==> config.mk <==
export PLATFORM = sky130hd
export DESIGN_NAME = trdb_filter_regs
export DESIGN_NICKNAME = d
export VERILOG_FILES = /design/src/rtl/trdb_filter_regs.sv
export SDC_FILE = /design/constraint.sdc
export NUM_CORES = 1
export LEC_CHECK = 0
export CAP_MARGIN = 0
export CORE_MARGIN = 2
export CORE_UTILIZATION = 54
export DETAILED_ROUTE_END_ITERATION = 6
export GPL_TIMING_DRIVEN = 1
export PLACE_DENSITY = 0.89
export SLEW_MARGIN = 20
export SYNTH_ARGS = -nofsm -noshare
export SYNTH_HDL_FRONTEND = slang
export SYNTH_SLANG_ARGS = --single-unit
==> constraint.sdc <==
create_clock -name clk_i -period 3.25 [get_ports clk_i]
set_input_delay 0.65 -clock clk_i [delete_from_list [all_inputs] [get_ports clk_i]]
set_output_delay 0.65 -clock clk_i [all_outputs]
set_load 0.03 [all_outputs]
==> src/rtl/trdb_filter_regs.sv <==
// APB register block for the trace filter: software programs shadow registers,
// then a CTRL write with bit31 set copies them atomically into the active set.
module trdb_filter_regs #(
  parameter int XLEN      = 32,
  parameter int CAUSE_LEN = 5,
  parameter int PRIV_LEN  = 2
) (
  input  logic                 clk_i,
  input  logic                 rst_ni,
  input  logic [7:0]           paddr_i,
  input  logic                 psel_i,
  input  logic                 penable_i,
  input  logic                 pwrite_i,
  input  logic [31:0]          pwdata_i,
  output logic [31:0]          prdata_o,
  output logic                 pready_o,
  output logic                 pslverr_o,
  output logic                 trace_enable_o,
  output logic                 cause_filter_o,
  output logic                 tvec_filter_o,
  output logic                 tval_filter_o,
  output logic                 priv_lvl_filter_o,
  output logic                 iaddr_filter_o,
  output logic                 cause_mode_o,
  output logic                 tvec_mode_o,
  output logic                 tval_mode_o,
  output logic                 priv_lvl_mode_o,
  output logic                 iaddr_mode_o,
  output logic [CAUSE_LEN-1:0] upper_cause_o,
  output logic [CAUSE_LEN-1:0] lower_cause_o,
  output logic [CAUSE_LEN-1:0] match_cause_o,
  output logic [XLEN-3:0]      upper_tvec_o,
  output logic [XLEN-3:0]      lower_tvec_o,
  output logic [XLEN-3:0]      match_tvec_o,
  output logic [XLEN-1:0]      upper_tval_o,
  output logic [XLEN-1:0]      lower_tval_o,
  output logic [XLEN-1:0]      match_tval_o,
  output logic [PRIV_LEN-1:0]  upper_priv_lvl_o,
  output logic [PRIV_LEN-1:0]  lower_priv_lvl_o,
  output logic [PRIV_LEN-1:0]  match_priv_lvl_o,
  output logic [XLEN-1:0]      upper_iaddr_o,
  output logic [XLEN-1:0]      lower_iaddr_o,
  output logic [XLEN-1:0]      match_iaddr_o,
  output logic                 commit_o
);

  // Index 0 = upper, 1 = lower, 2 = match for every bounded field.
  typedef struct packed {
    logic [10:0]                 ctrl;
    logic [2:0][CAUSE_LEN-1:0]   cause;
    logic [2:0][XLEN-3:0]        tvec;
    logic [2:0][XLEN-1:0]        tval;
    logic [2:0][PRIV_LEN-1:0]    priv;
    logic [2:0][XLEN-1:0]        iaddr;
  } cfg_t;

  typedef enum logic [0:0] {IDLE = 1'b0, COMMIT = 1'b1} state_t;

  cfg_t       shadow_r, shadow_nxt_s, active_r;
  state_t     state_r, state_nxt_s;
  logic       pending_r, commit_r, load_s;
  logic [5:0] word_s;
  logic       access_s, err_s, wr_s, commit_req_s;
  logic [1:0] unused_addr_s;
  logic [31:0] rdata_s;

  assign unused_addr_s = paddr_i[1:0];
  assign word_s        = paddr_i[7:2];
  assign access_s      = psel_i & penable_i;
  assign err_s         = access_s & ((word_s > 6'd16) | (pwrite_i & (word_s == 6'd16)));
  assign wr_s          = access_s & pwrite_i & ~err_s;
  assign commit_req_s  = wr_s & (word_s == 6'd0) & pwdata_i[31];

  // Shadow write decode
  always_comb begin
    shadow_nxt_s = shadow_r;
    if (wr_s) begin
      case (word_s)
        6'd0:    shadow_nxt_s.ctrl     = pwdata_i[10:0];
        6'd1:    shadow_nxt_s.cause[0] = pwdata_i[CAUSE_LEN-1:0];
        6'd2:    shadow_nxt_s.cause[1] = pwdata_i[CAUSE_LEN-1:0];
        6'd3:    shadow_nxt_s.cause[2] = pwdata_i[CAUSE_LEN-1:0];
        6'd4:    shadow_nxt_s.tvec[0]  = pwdata_i[XLEN-1:2];
        6'd5:    shadow_nxt_s.tvec[1]  = pwdata_i[XLEN-1:2];
        6'd6:    shadow_nxt_s.tvec[2]  = pwdata_i[XLEN-1:2];
        6'd7:    shadow_nxt_s.tval[0]  = pwdata_i;
        6'd8:    shadow_nxt_s.tval[1]  = pwdata_i;
        6'd9:    shadow_nxt_s.tval[2]  = pwdata_i;
        6'd10:   shadow_nxt_s.priv[0]  = pwdata_i[PRIV_LEN-1:0];
        6'd11:   shadow_nxt_s.priv[1]  = pwdata_i[PRIV_LEN-1:0];
        6'd12:   shadow_nxt_s.priv[2]  = pwdata_i[PRIV_LEN-1:0];
        6'd13:   shadow_nxt_s.iaddr[0] = pwdata_i;
        6'd14:   shadow_nxt_s.iaddr[1] = pwdata_i;
        6'd15:   shadow_nxt_s.iaddr[2] = pwdata_i;
        default: shadow_nxt_s = shadow_r;
      endcase
    end else begin
      shadow_nxt_s = shadow_r;
    end
  end

  // Read mux: shadow values, zero outside a read access phase
  always_comb begin
    rdata_s = 32'd0;
    if (access_s & ~pwrite_i) begin
      case (word_s)
        6'd0:    rdata_s = {21'd0, shadow_r.ctrl};
        6'd1:    rdata_s = {{(32-CAUSE_LEN){1'b0}}, shadow_r.cause[0]};
        6'd2:    rdata_s = {{(32-CAUSE_LEN){1'b0}}, shadow_r.cause[1]};
        6'd3:    rdata_s = {{(32-CAUSE_LEN){1'b0}}, shadow_r.cause[2]};
        6'd4:    rdata_s = {shadow_r.tvec[0], 2'b00};
        6'd5:    rdata_s = {shadow_r.tvec[1], 2'b00};
        6'd6:    rdata_s = {shadow_r.tvec[2], 2'b00};
        6'd7:    rdata_s = shadow_r.tval[0];
        6'd8:    rdata_s = shadow_r.tval[1];
        6'd9:    rdata_s = shadow_r.tval[2];
        6'd10:   rdata_s = {{(32-PRIV_LEN){1'b0}}, shadow_r.priv[0]};
        6'd11:   rdata_s = {{(32-PRIV_LEN){1'b0}}, shadow_r.priv[1]};
        6'd12:   rdata_s = {{(32-PRIV_LEN){1'b0}}, shadow_r.priv[2]};
        6'd13:   rdata_s = shadow_r.iaddr[0];
        6'd14:   rdata_s = shadow_r.iaddr[1];
        6'd15:   rdata_s = shadow_r.iaddr[2];
        6'd16:   rdata_s = {31'd0, pending_r};
        default: rdata_s = 32'd0;
      endcase
    end else begin
      rdata_s = 32'd0;
    end
  end

  // Commit FSM next state; load_s marks the cycle whose closing edge copies shadow
  always_comb begin
    state_nxt_s = state_r;
    load_s      = 1'b0;
    case (state_r)
      IDLE: begin
        if (commit_req_s) state_nxt_s = COMMIT;
        else              state_nxt_s = IDLE;
      end
      COMMIT: begin
        load_s      = 1'b1;
        state_nxt_s = IDLE;
      end
      default: state_nxt_s = IDLE;
    endcase
  end

  // State, shadow/active registers, pending flag and commit pulse
  always_ff @(posedge clk_i or negedge rst_ni) begin
    if (!rst_ni) begin
      state_r   <= IDLE;
      shadow_r  <= '0;
      active_r  <= '0;
      pending_r <= 1'b0;
      commit_r  <= 1'b0;
    end else begin
      state_r  <= state_nxt_s;
      shadow_r <= shadow_nxt_s;
      commit_r <= load_s;
      if (load_s) active_r <= shadow_r;
      // Clear on commit takes priority over a coincident shadow write.
      if (load_s)    pending_r <= 1'b0;
      else if (wr_s) pending_r <= 1'b1;
    end
  end

  assign prdata_o          = rdata_s;
  assign pready_o          = 1'b1;
  assign pslverr_o         = err_s;
  assign commit_o          = commit_r;
  assign trace_enable_o    = active_r.ctrl[0];
  assign cause_filter_o    = active_r.ctrl[1];
  assign tvec_filter_o     = active_r.ctrl[2];
  assign tval_filter_o     = active_r.ctrl[3];
  assign priv_lvl_filter_o = active_r.ctrl[4];
  assign iaddr_filter_o    = active_r.ctrl[5];
  assign cause_mode_o      = active_r.ctrl[6];
  assign tvec_mode_o       = active_r.ctrl[7];
  assign tval_mode_o       = active_r.ctrl[8];
  assign priv_lvl_mode_o   = active_r.ctrl[9];
  assign iaddr_mode_o      = active_r.ctrl[10];
  assign upper_cause_o     = active_r.cause[0];
  assign lower_cause_o     = active_r.cause[1];
  assign match_cause_o     = active_r.cause[2];
  assign upper_tvec_o      = active_r.tvec[0];
  assign lower_tvec_o      = active_r.tvec[1];
  assign match_tvec_o      = active_r.tvec[2];
  assign upper_tval_o      = active_r.tval[0];
  assign lower_tval_o      = active_r.tval[1];
  assign match_tval_o      = active_r.tval[2];
  assign upper_priv_lvl_o  = active_r.priv[0];
  assign lower_priv_lvl_o  = active_r.priv[1];
  assign match_priv_lvl_o  = active_r.priv[2];
  assign upper_iaddr_o     = active_r.iaddr[0];
  assign lower_iaddr_o     = active_r.iaddr[1];
  assign match_iaddr_o     = active_r.iaddr[2];

endmodule

# Word-level counts from Yosys, hierarchy flattened
# Index checks and enable logic that the tools add are counted.
[op_classes] magnitude_cmp=1 eq_ne=16 n_mux=7 bitwise=12 reduce_logical=18
[op_table] cell="$pmux 32 s17" n=1
[op_table] cell="$eq 6x4->1 const B" n=8
[op_table] cell="$mux 32" n=1
[op_table] cell="$reduce_and 2->1" n=16
[op_table] cell="$eq 6x3->1 const B" n=4
[op_table] cell="$eq 6x2->1 const B" n=2
[op_table] cell="$and 1x1->1" n=8
[op_table] cell="$eq 6x1->1 const B" n=1
[op_table] cell="$eq 6x5->1 const B" n=1
[op_table] cell="$gt 6x5->1 const B" n=1
[op_table] cell="$logic_not 6->1" n=1
[op_table] cell="$mux 1" n=4
[op_table] cell="$not 1->1" n=3
[op_table] cell="$pmux 1 s2" n=1
[op_table] cell="$reduce_bool 2->1" n=1
[op_table] cell="$or 1x1->1" n=1
[word_totals] regBits=631 inputBits=45 output_inout_bits=349 wordCells=89

# Logic depth before layout (Yosys ltp)
[logic_depth] ltp_word=10 depth_mapped=7

# Worst setup path after synthesis
# Ideal clock, no wire load.
[synth_path] path_kind="in2out" from="in paddr_i[5]" to="out prdata_o[25]" arrival_time_ns=2.568 path_slack_ns=0.032 path_stages=6 path_buffers=2 cell_sequence="clkbuf_2 > or4b_1 > nor2_2 > buf_2 > a22oi_1 > a31oi_1"
[synth_via] elab_chain_cells=3
[synth_rtl] item="from (decl)" line_no="10" source="input logic [7:0] paddr_i,"
[synth_rtl] item="$eq 6x5->1, or another cell as far along" line_no="106" source="case (word_s)"
[synth_rtl] item="$pmux 32 s17 (*)" line_no="106"
[synth_rtl] item="$mux 32 (*)" line_no="105" source="if (access_s & ~pwrite_i) begin"
[synth_rtl] item="to (decl)" line_no="15" source="output logic [31:0] prdata_o,"
# Every way passes the cells marked *; elsewhere a longest branch is shown, timed or not.

# Final worst setup path
[layout_path] from="in paddr_i[6]" to="out prdata_o[19]"
# Same word-level chain as after synthesis.

==> qor.yml <==
min_path:
  holdCritPathClass: "primary input to asynchronous set/reset pin"
layout:
  area.growth.synth_to_final_pct: 30.44
  drive_above_1_share_pct: 44.69
  final_core_util_pct: 71.25
  design_area_sq_um: 34020
  fill_cells: 2955
  final_cells: 2793
  multi_input_area_sq_um: 9998
  register_area_sq_um: 15790
  fin_nets: 2168
routing:
  wl_per_cell_um: 28.27
  drtIter0Drc: 1490
  antenna_left: 0
  viasPerCell: 6.152
  dr.pass1.iters: 5
  vias: 17183
  drcViolationCount: 0
  drt-total-wl_um: 78970
clocking:
  root_buffer: "clkbuf_16"
  cts_inserted_buffers: 61
  clock_latency_ns: 0.63
  cts_max_path_buffers: 3
  path_clk_slew_ns: 0.06
  clock_sinks: 631
  htree_num_levels: 2
  tritoncts: "built"
yosys:
  syn_avg_cell_area_sq_um: 15.62
  ys_warn_count: 0
  synth_cell_types: 51
  synth_enable_flop_cells: 0
  syn-num-nets: 1715
  seq_area_frac_synth_pct: 60.55
  async_flop_share_pct: 100.0
  postSynthCellCount: 1670
  synth_ff_type: "dfrtp_1"
  synthesis.area_sq_um: 26080
  yosys_register_bits: 631
floorplanning:
  initial_core_util_pct: 54.62
  pin_count: 394
  die-area_sq_um: 50070
  rows: 80
  die_h_um: 223.8
  coreArea_sq_um: 47750
  die_w_um: 223.8
sta:
  fmax_ghz: 0.3131
  finalSetupViolCount: 0
  skew_ns: 0.02207
  layout_min_cycle_time_ns: 3.194
  worstMarginPinSlew_ns: 0.9495
  tns_ns: 0
  slew_headroom_pct: 36.70
  grt_setup_unrepaired: "false"
  slew_viol_final: 0
  hold_viol_final: 0
  period_share_pct: 98.27
power:
  powerDensity_nw_per_um2: 466.2
  total_power_mw: 15.86
  p_leak_nw: 16.21
  vdd_drop_max_v: 0.0004018
global_routing:
  grt_remaining_overflow: 0
  grt_start_max_net_pins: 83
  grt_pass1_vias: 18639
  antenna_found_initial: 5
  grt_pass1_wl_um: 117800
  grt_usage_pct: 31.78
placement:
  placed_area_sq_um: 31570
  port_buffers: 390
  dp_cells: 2668
  hpwl_um: 50840
  gp_congestion: 0.8441
worst_setup_path:
  crit_fanout: 12
  end_kind: "output pin"
  critPathSlowestCell: "or4b_4"
  cp_num_buf_inv: 4
  worst_setup_path_start_kind: "primary input"
  crit_start: "paddr_i[6]"
  crit_family: "simple AND/OR/NAND/NOR gates"
  cp_slowest_stage_delay_ns: 0.59
  critPathRequiredTime_ns: 2.60
  rr_startpoint: "state_r$_DFF_PN0_"
  crit_type: "primary input to output pin"
  worstPathArrival_ns: 2.54
  crit_path_cell_trace: "clkdlybuf4s15_1, or4b_4, buf_6, nor2_4, buf_12, a22oi_1, a31oi_2, buf_6"
  path_common_cell: "buf_6"
run:
  drv_cap: 0
status:
  status: "completed"
-- cells in the mapped netlist, types with 5 or more instances --
cell type | instances | area, sq um
nand2_1 | 28 | 105.1
a2bb2oi_1 | 7 | 61.31
mux2_2 | 611 | 6880
clkbuf_1 | 51 | 191.4
buf_1 | 22 | 82.58
a32oi_1 | 6 | 52.55
nor2_1 | 8 | 30.03
mux2_4 | 30 | 450.4
nand3_1 | 9 | 45.04
a21oi_1 | 15 | 75.07
a31oi_1 | 24 | 150.1
mux2_1 | 8 | 90.09
a22o_1 | 16 | 140.1
a22oi_1 | 46 | 345.3
buf_6 | 6 | 67.56
a222oi_1 | 5 | 50.05
dfrtp_1 | 631 | 15790
buf_4 | 10 | 75.07
mux4_2 | 24 | 540.5
buf_2 | 30 | 150.1
mux2i_1 | 18 | 180.2
-- cell families (layout without fill, tap and decap cells) --
| group | count (synthesis) | after routing | share of synthesized area, % |
|---|---|---|---|
| mux | 691 | 691 | 31.22 |
| flops | 631 | 631 | 60.55 |
| compound gates | 141 | 141 | 4.068 |
| buf+inv | 123 | 628 | 2.236 |
| simple gates | 83 | 83 | 1.914 |
| other cells | 1 | 4 | 0.01438 |
-- stage by stage --
step	hold WS, ns	setup WS (ns)
after floorplan	0.3519	0.03218
after global placement	0.4874	-0.3594
after global routing	0.1229	0.004805
after CTS	0.07745	0.002720
final	0.08509	0.05615
after detailed placement	0.4944	-0.3913
-- worst register-to-register path: stages (launching register included) --
cell     delay (ns)
dfrtp_4        1.05
buf_4          0.52
mux2_2         0.41
-- per-layer routing --
layer	routed length (um)	vias to the layer above	track usage (%)
met5	0	-	0
met4	3678	0	15.38
met3	6563	222	7.594
met2	38210	837	51.04
met1	30520	9043	40.99
li1	-	7081	-
-- flip-flops by register name, summed over array words and instances, names as in the netlist, 2 cells and up --
register	count
match_iaddr_o	32
upper_cause_o	5
upper_tval_o	32
lower_cause_o	5
upper_iaddr_o	32
match_tval_o	32
lower_tval_o	32
match_priv_lvl_o	2
upper_priv_lvl_o	2
upper_tvec_o	30
shadow_r	314
match_tvec_o	30
lower_priv_lvl_o	2
match_cause_o	5
lower_tvec_o	30
lower_iaddr_o	32
-- layout make-up --
class	count	area share, %
flip-flops and latches	631	46.43
well taps	615	2.262
inverters	3	0.03310
clock inverters	27	0.8644
repair buffers	510	15.77
clock buffers	88	5.230
diodes	3	0.02207
multi-input cells	916	29.39
-- path summary, 6_finish.rpt --
check                                                     to  slack [ns]  cells after the start
min in group clk_i              upper_tvec_o[22]$_DFFE_PN0P_        0.51                      1
worst min-delay path                 shadow_r[5]$_DFFE_PN0P_        0.09                      1
worst max register to register   upper_tvec_o[4]$_DFFE_PN0P_        1.14                      2
worst max-delay path                            prdata_o[19]        0.06                      8
max in group asynchronous       lower_tvec_o[21]$_DFFE_PN0P_        2.24                      2
worst min register to register  upper_tvec_o[22]$_DFFE_PN0P_        0.51                      1
-- repair_timing --
action / 4_1_cts / 5_1_grt
cloned: 2 / 0
gates resized for setup: 42 / 20
hold buffers: 0 / 0
buffers inserted: 5 / 0
endpoints found under the setup margin: 32 / 27
pin swaps: 8 / 6
-- report_power, final --
group          internal, mW  total, mW  switching [mW]  leakage [nW]
clock                  4.20       7.28            3.07          1.01
sequential             7.92       7.97          0.0533          8.80
combinational         0.214      0.613           0.399          6.40
-- cells in the final DEF, fill, tap and decap left out, types with 4 or more instances in the layout --
master           count
clkinv_2            13
clkbuf_1            13
mux2_1               8
mux2_2             611
clkdlybuf4s50_1    350
a31oi_4              4
nor3_4               6
a32oi_1              6
a222oi_1             5
a2bb2oi_1            7
clkbuf_16           62
o22a_1               4
a221oi_1             4
mux2i_1             18
clkbuf_8            13
buf_6               21
mux4_2              24
a31oi_1              9
a22oi_1             45
dfrtp_1            630
buf_4               89
mux2_4              30
nor2_1               6
a22o_1              16
nand3_1              7
a21oi_1             11
bufinv_16            5
a21oi_2              4
clkinvlp_4           6
nand2_1             28
buf_12              43
and3_1               4
a31oi_2             11
(Power assumes the default switching activity.)
